<file path="src/rtl/regbank_sequencer.sv">
// Program-memory sequencer that drives the register-bank/ALU datapath with load and ALU transactions.
// Optional build macro SINGLE_STEP_EN adds a 'step' input and a PAUSE state between instructions.
module regbank_sequencer #(
  parameter int DEPTH       = 16,
  parameter int AW          = 4,
  parameter int HOLD_CYCLES = 2
) (
  input  logic          clk,
  input  logic          rst,
  input  logic          prog_we,
  input  logic [AW-1:0] prog_addr,
  input  logic [31:0]   prog_data,
  input  logic          start,
`ifdef SINGLE_STEP_EN
  input  logic          step,
`endif
  output logic          busy,
  output logic          done,
  output logic          err,
  output logic [AW-1:0] pc,
  output logic          load,
  output logic [31:0]   din,
  output logic [3:0]    op,
  output logic [3:0]    rs1,
  output logic [3:0]    rs2,
  output logic [3:0]    rd,
  input  logic [31:0]   out,
  output logic [31:0]   last_result
);

  typedef enum logic [2:0] {
    S_IDLE, S_FETCH, S_DECODE, S_FETCH_IMM, S_ISSUE, S_RETIRE, S_DONE
`ifdef SINGLE_STEP_EN
    , S_PAUSE
`endif
  } state_t;

  localparam int HW = (HOLD_CYCLES > 1) ? $clog2(HOLD_CYCLES) : 1;
  localparam logic [HW-1:0] HOLD_LAST = HW'(HOLD_CYCLES - 1);

  state_t          r_state, w_next;
  logic [31:0]     r_mem [DEPTH];
  logic [31:0]     r_rdata;
  logic [17:0]     r_hdr;
  logic [AW-1:0]   r_pc;
  logic            r_err;
  logic [31:0]     r_last;
  logic [HW-1:0]   r_hold;

  logic            w_hdr_load;
  logic [AW:0]     w_pc_inc;
  logic [AW:0]     w_imm_addr;
  logic [AW-1:0]   w_raddr;
  logic            w_rd_en;
  logic            w_issue;

  assign w_hdr_load = r_hdr[17];
  // The carry bit of these sums flags a walk past the last memory word.
  assign w_pc_inc   = {1'b0, r_pc} + {{(AW-1){1'b0}}, w_hdr_load, ~w_hdr_load};
  assign w_imm_addr = {1'b0, r_pc} + {{AW{1'b0}}, 1'b1};
  assign w_raddr    = (r_state == S_FETCH_IMM) ? w_imm_addr[AW-1:0] : r_pc;
  assign w_rd_en    = (r_state == S_FETCH) || ((r_state == S_FETCH_IMM) && !w_imm_addr[AW]);
  assign w_issue    = (r_state == S_ISSUE);

  assign busy        = (r_state != S_IDLE);
  assign done        = (r_state == S_DONE);
  assign err         = r_err;
  assign pc          = r_pc;
  assign last_result = r_last;

  // Program memory: writes only while idle; read data stays put until the next fetch.
  always_ff @(posedge clk) begin
    if (prog_we && (r_state == S_IDLE))
      r_mem[prog_addr] <= prog_data;
    if (w_rd_en)
      r_rdata <= r_mem[w_raddr];
  end

  always_ff @(posedge clk) begin
    if (r_state == S_DECODE)
      r_hdr <= r_rdata[31:14];
  end

  always_ff @(posedge clk) begin
    if (rst) r_state <= S_IDLE;
    else     r_state <= w_next;
  end

  always_comb begin
    w_next = r_state;
    load   = 1'b0;
    din    = 32'd0;
    op     = 4'd0;
    rs1    = 4'd0;
    rs2    = 4'd0;
    rd     = 4'd0;
    case (r_state)
      S_IDLE:      if (start) w_next = S_FETCH;
      S_FETCH:     w_next = S_DECODE;
      S_DECODE: begin
        if (r_rdata[14])      w_next = S_DONE;
        else if (r_rdata[31]) w_next = S_FETCH_IMM;
        else                  w_next = S_ISSUE;
      end
      S_FETCH_IMM: w_next = w_imm_addr[AW] ? S_DONE : S_ISSUE;
      S_ISSUE:     if (r_hold == HOLD_LAST) w_next = S_RETIRE;
      S_RETIRE: begin
`ifdef SINGLE_STEP_EN
        w_next = w_pc_inc[AW] ? S_DONE : S_PAUSE;
`else
        w_next = w_pc_inc[AW] ? S_DONE : S_FETCH;
`endif
      end
`ifdef SINGLE_STEP_EN
      S_PAUSE:     if (step) w_next = S_FETCH;
`endif
      S_DONE:      w_next = S_IDLE;
      default:     w_next = S_IDLE;
    endcase
    if (w_issue) begin
      load = w_hdr_load;
      rd   = r_hdr[12:9];
      if (w_hdr_load) begin
        din = r_rdata;
      end else begin
        op  = r_hdr[16:13];
        rs1 = r_hdr[8:5];
        rs2 = r_hdr[4:1];
      end
    end
  end

  always_ff @(posedge clk) begin
    if (rst) begin
      r_pc   <= '0;
      r_err  <= 1'b0;
      r_last <= 32'd0;
      r_hold <= '0;
    end else begin
      case (r_state)
        S_IDLE: begin
          if (start) begin
            r_pc  <= '0;
            r_err <= 1'b0;
          end
        end
        S_FETCH_IMM: if (w_imm_addr[AW]) r_err <= 1'b1;
        S_ISSUE:     r_hold <= (r_hold == HOLD_LAST) ? '0 : r_hold + HW'(1);
        S_RETIRE: begin
          if (!w_hdr_load) r_last <= out;
          if (w_pc_inc[AW]) r_err <= 1'b1;
          else              r_pc  <= w_pc_inc[AW-1:0];
        end
        default: ;
      endcase
    end
  end

endmodule

</file>
<file path="config.mk">
export PLATFORM = sky130hd
export DESIGN_NAME = regbank_sequencer
export DESIGN_NICKNAME = d
export VERILOG_FILES = /design/src/rtl/regbank_sequencer.sv
export SDC_FILE = /design/constraint.sdc
export NUM_CORES = 1
export LEC_CHECK = 0
export CORE_MARGIN = 2
export CORE_UTILIZATION = 45
export CTS_CLUSTER_DIAMETER = 50
export DETAILED_ROUTE_END_ITERATION = 6
export GPL_TIMING_DRIVEN = 0
export PLACE_DENSITY = 0.74
export SLEW_MARGIN = 5
export SYNTH_ARGS = -nofsm -noshare
export SYNTH_HDL_FRONTEND = slang
export SYNTH_SLANG_ARGS = --single-unit
</file>
<file path="constraint.sdc">
create_clock -name clk -period 12.4 [get_ports clk]
set_clock_uncertainty 0.1 [all_clocks]
set_input_delay 3.72 -clock clk [delete_from_list [all_inputs] [get_ports clk]]
set_output_delay 3.72 -clock clk [all_outputs]
set_load 0.02 [all_outputs]
</file>
# After elaboration in Yosys (flattened, before gate mapping)

Memories as Yosys holds them, arrays and structs flattened. A register that Yosys moved wholly into a read port is not among the register bits.
Cells that the tools add are included.
W data, S select, Z words.

$add $sub $neg: 3
Equal/unequal tests: 11
Multiplexer cells: 28
Bitwise gates (word level): 1
Reductions and logical operators: 12

Operators with widths:

| cell                  | count |
|---|---|
| $mux W32              | 2 |
| $mux W4               | 10 |
| $pmux W3 S6           | 1 |
| $mux W3               | 5 |
| $ne A2 B2 Y1 const B  | 5 |
| $eq A3 B3 Y1 const B  | 3 |
| $pmux W4 S2           | 1 |
| $mux W1               | 7 |
| $eq A3 B2 Y1 const B  | 2 |
| $reduce_bool A3 Y1    | 2 |
| $add A4 B1 Y5 const B | 1 |
| $add A4 B2 Y5         | 1 |
| $reduce_and A2 Y1     | 2 |
| $reduce_and A4 Y1     | 1 |
| $eq A3 B1 Y1 const B  | 1 |
| $logic_not A3 Y1      | 1 |
| $pmux W1 S3           | 1 |
| $reduce_and A3 Y1     | 1 |
| $logic_and A1 B1 Y1   | 2 |
| $mux W2               | 1 |
| $reduce_bool A2 Y1    | 1 |
| $add A1 B1 Y1 const B | 1 |
| $logic_not A1 Y1      | 1 |
| $logic_or A1 B1 Y1    | 1 |
| $not A1 Y1            | 1 |

Register bits after elaboration: 59
Memory bits (writable): 512
Bits of input ports: 72
Output and inout port bits: 88
Word-level logic and storage cells: 62
Memories kept: 1

Memory list:

| memory | words | bits a word | rd ports | clocked after Yosys merged registers in | wr ports | line | text |
|---|---|---|---|---|---|---|---|
| r_mem  | 16    | 32          | 1        | 1                                       | 1        | 42   | `logic [31:0] r_mem [DEPTH];` |

# Longest topological paths before layout

Gate-level depths: netlist of the first run.

Depth after elaboration: 4
Mapped depth: 10
Gate-level depth less buffers: 8

# Worst setup path after synthesis of the first run

Ideal clock, no wire load.

Path type: input port to flip-flop
Start: input prog_addr[2]
End: memory r_mem[0][0], enable pin
Library setup time: 0.461 ns
Arrival time: 6.529 ns
Data required time: 11.839 ns
Slack: 5.310 ns
Stages on the path: 2
Cells stage by stage: or4b_1 nor3_1

RTL lines:

| what        | line | text |
|---|---|---|
| from (decl) | 11   | `input logic [AW-1:0] prog_addr,` |
| to (decl)   | 42   |  |

No word-level cell before the write port.

# Worst setup path in the final report of the first run

Start: register r_state[2]
End: output din[8]

Word-level cells in the longest chain between the ends: 2

RTL lines:

| what                   | line | text |
|---|---|---|
| from (decl)            | 41   | `state_t r_state, w_next;` |
| from (signal assigned) | 86   | `else r_state <= w_next;` |
| $eq A3 B3 Y1           | 63   | `assign w_issue = (r_state == S_ISSUE);` |
| $mux W32               | 120  | `if (w_issue) begin` |
| to (decl)              | 22   | `output logic [31:0] din,` |

No other way between the ends.

==> run_results.csv, run 1 <==
group,metric,value,unit
clock_network,cts_setup_buffers,0,
clock_network,clkLatencyLatePin,640,ps
placement,place_area,0.0279,mm^2
worst_hold_path,hp-class,"register to register",
layout,multi_input_comb_area,0.00673,mm^2
timing,worst-slew-pin-transition,1240,ps
power_and_ir_drop,power_per_cell_area,159,mW/mm^2
timing,final.setup.tns,0,ps
synth,syn_nets,1796,
timing,hold_viol,0,
layout,seqCellArea,0.0177,mm^2
power_and_ir_drop,p_leak,9.20,nW
grt,antenna_found_initial,6,
layout,antenna_cells,0,
placement,hpwl,48300,um
critical_path,cp-start-kind,"register",
critical_path,critical_path_required,8580,ps
critical_path,rr_endpoint,"r_mem[0][20]",
critical_path,timing.critical_path.to_type,"output pin",
die,die_area,0.0572,mm^2
die,die_width,239,um
synth,syn_avg_cell_area,14.5,um^2
critical_path,r2r_start,"r_state[1]",
critical_path,rr_worst_depth,8,
placement,portBuffers,158,
critical_path,critPathLaunch,"r_state[2]",
critical_path,cp.arrival,3690,ps
synth,netlist.area_leader.share,67.7,%
clock_network,clk_pin_slew,60,ps
synth,synth.ff_latch_count,602,
power_and_ir_drop,seqPwrFrac,50.1,%
layout,fin_util,54.3,%
layout,design_area,0.0298,mm^2
drt,ant_nets,0,
grt,grt_start_max_net_pins,28,
synth,synth_top_cell_by_area,"edfxtp_1",
timing,slew_headroom,16.6,%
critical_path,critPathMaxFanout,10,
drt,first_iter_violations,2481,
clock_network,cts.sinks,602,
drt,dr.pass1.iters,6,
synth,synth_area_leaders,"edfxtp_1, o221ai_1, mux2i_1",
timing,maxSlewViolCount,0,
synth,synthArstFlopShare,0,%
layout,fill_cells,4231,
timing,fmax,133,MHz
drt,via_per_inst,6.45,
critical_path,path_class,"register to output pin",
grt,grt_pass1_vias,17200,
clock_network,holdBufCountCts,0,
grt,grtUsageTotal,24.5,%
power_and_ir_drop,combPwrFrac,11.8,%
synth,syn_area,0.0249,mm^2
clock_network,root_buffer,"clkbuf_16",
die,die_h,239,um
clock_network,ctsHtreeMaxLevel,2,
critical_path,endpoint,"din[8]",
power_and_ir_drop,p_int,3.57,mW
power_and_ir_drop,peakVddDrop,111,uV
timing,period_needed,7510,ps
die,row_count,86,
timing,finalSetupViolCount,0,
grt,grt_pass1_wl,105000,um
drt,vias,17500,
clock_network,clockBufferDepth,3,
drt,wl_per_cell,26.2,um
timing,rsz0062_at_grt,"false",
power_and_ir_drop,clkPwrFrac,38.0,%
power_and_ir_drop,p_switching,1.17,mW
synth,synth-edff-count,561,
clock_network,cts_tree,"done",
grt,grt-ovfl-total,0,
outcome,status,"finished clean",
critical_path,ff2ff_setup_slack,7880,ps
power_and_ir_drop,power,4.74,mW
clock_network,ctsResizeCount,0,
clock_network,numCtsBuffers,58,
synth,synth-seq-area-share,71.0,%
synth,synth_ff_type,"edfxtp_1",
timing,finalHoldWorstSlack,342,ps
layout,drive_above_1_share,9.39,%
layout,syn_to_final_growth,19.8,%
synth,syn_inst,1720,
drt,route.detailed.drc,0,
timing,finalCritPeriodShare,60.6,%
placement,gp_congestion,0.887,
drt,routed_wl,71300,um
power_and_ir_drop,p_sw_share,24.6,%
synth,yosysWarningCount,0,
synth,synth.distinct_cells,58,
die,fp.coreArea,0.0549,mm^2
die,boundaryPins,160,
die,initial_core_util,45.4,%
flow_run,drv_cap,0,
worst_hold_path,hold_depth,0,
layout,layout.nets,2041,
[cell usage after synthesis (5+ instances only)]
cell type,n
nor2b_1,7
o22ai_2,5
a21oi_1,60
nand3_1,7
o22ai_1,133
dfxtp_1,41
a311oi_1,5
a2111oi_0,62
nand2b_1,5
o21ai_0,25
edfxtp_1,561
mux2i_1,90
o221ai_1,111
nor3_1,36
and3_1,30
a211o_1,17
clkbuf_1,84
a31oi_1,49
a211oi_1,11
or4_1,12
buf_1,14
nor2_1,49
and2_1,99
buf_2,38
nand2_1,97
[routing by layer]
metal / vias up / track usage (%) / wire length [um]
met3: 210 / 5.97 / 8640
met5: - / 0 / 64
met1: 8609 / 31.2 / 26100
met2: 1185 / 39.9 / 33500
met4: 10 / 11.0 / 2950
li1: 7514 / - / -
[final cells by class]
cell class	instances	area share, %
buffer	141	2.02
inverter	5	0.0629
sequential	602	59.2
timing repair buffer	185	6.64
multi-input combinational	972	22.6
tap	704	2.95
clock buffer	86	5.65
clock inverter	21	0.856
[cells in the final DEF, fill, tap and decap left out, types with 5 or more instances in the layout]
cell type          n
nand3_1            7
clkbuf_8           6
nor2_1            37
bufinv_16          5
edfxtp_1         561
or4_1             12
nor2_4            12
buf_1             14
nor2b_1            7
nand2b_1           5
o21ai_0           25
nor3_1            32
buf_6              8
a211o_1           17
buf_4              9
clkinv_1           7
clkinv_2           5
o221ai_1         111
a211oi_1          11
a21oi_1           60
dfxtp_1           41
and3_1            30
o22ai_1          133
a2111oi_0         62
nand2_1           97
clkbuf_1         100
o22ai_2            5
buf_12            12
and2_1            99
clkdlybuf4s50_1  158
a31oi_1           49
clkbuf_16         61
mux2i_1           90
buf_2             38
[cells by family (layout without fill, tap and decap cells)]
logic type      after synthesis  count (layout)  synth area share, %
buf+inv                     146             438                 2.50
xor+xnor                      3               3                0.106
simple gates                370             370                 7.88
fa+ha+maj                     4               4                0.231
mux                          91              91                 3.66
compound gates              504             504                 14.6
flops                       602             602                 71.0
[power by group through the flow]
stage | sequential [mW] | combinational, mW | clock (mW)
final | 2.37 | 0.561 | 1.80
after global routing | 2.38 | 0.596 | 1.88
after CTS | 2.37 | 0.552 | 1.81
after detailed placement | 2.42 | 0.549 | 0
after global placement | 2.42 | 0.504 | 0
after floorplan | 2.41 | 0.283 | 0
[worst max-delay path, cell delays in order (launching register included)]
cell	delay, ps
dfxtp_1	380
buf_2	260
nor2b_1	200
clkbuf_1	380
and3_1	480
clkbuf_1	500
and2_1	210
clkdlybuf4s50_1	650
[registers in the layout, indices dropped and copies added, names as in the netlist]
register	flops
last_result	32
r_hold	1
r_mem	512
r_state	3
r_rdata	32
r_hdr	17
err	1
pc	4
[through the flow]
| stage | cells | worst slack, ps |
|---|---|---|
| after global routing | 2716 | 4650 |
| after global placement | 2582 | 3180 |
| after detailed placement | 2609 | 5480 |
| after CTS | 2716 | 4820 |
| final | 2716 | 4890 |
| after floorplan | 1720 | 5310 |
[worst min path at each step]
stage	start	endpoint	slack, ps
after floorplan	r_rdata[24]	r_hdr[10]	320
after global routing	r_rdata[18]	r_hdr[4]	360
after global placement	r_rdata[18]	r_hdr[4]	330
after detailed placement	r_rdata[16]	r_hdr[2]	330
after CTS	r_rdata[29]	r_hdr[15]	340
final	r_rdata[16]	r_hdr[2]	340
No activity file was read; power rests on OpenSTA's default activity.
==> run 2: changes to the inputs <==
==> constraint.sdc (replaced) <==
create_clock -name clk -period 7.7 [get_ports clk]
set_clock_uncertainty 0.1 [all_clocks]
set_input_delay 2.31 -clock clk [delete_from_list [all_inputs] [get_ports clk]]
set_output_delay 2.31 -clock clk [all_outputs]
set_load 0.02 [all_outputs]
==> results of run 2 <==
The final DEF is identical to that of run 1. Status: finished clean.
Among the figures that moved: setup slack after placement 5480 ps -> 2190 ps; setup slack after layout 4890 ps -> 1600 ps; register-to-register setup slack 7880 ps -> 3180 ps; total power 4.74 mW -> 7.63 mW; worst IR drop on VDD 111 uV -> 179 uV
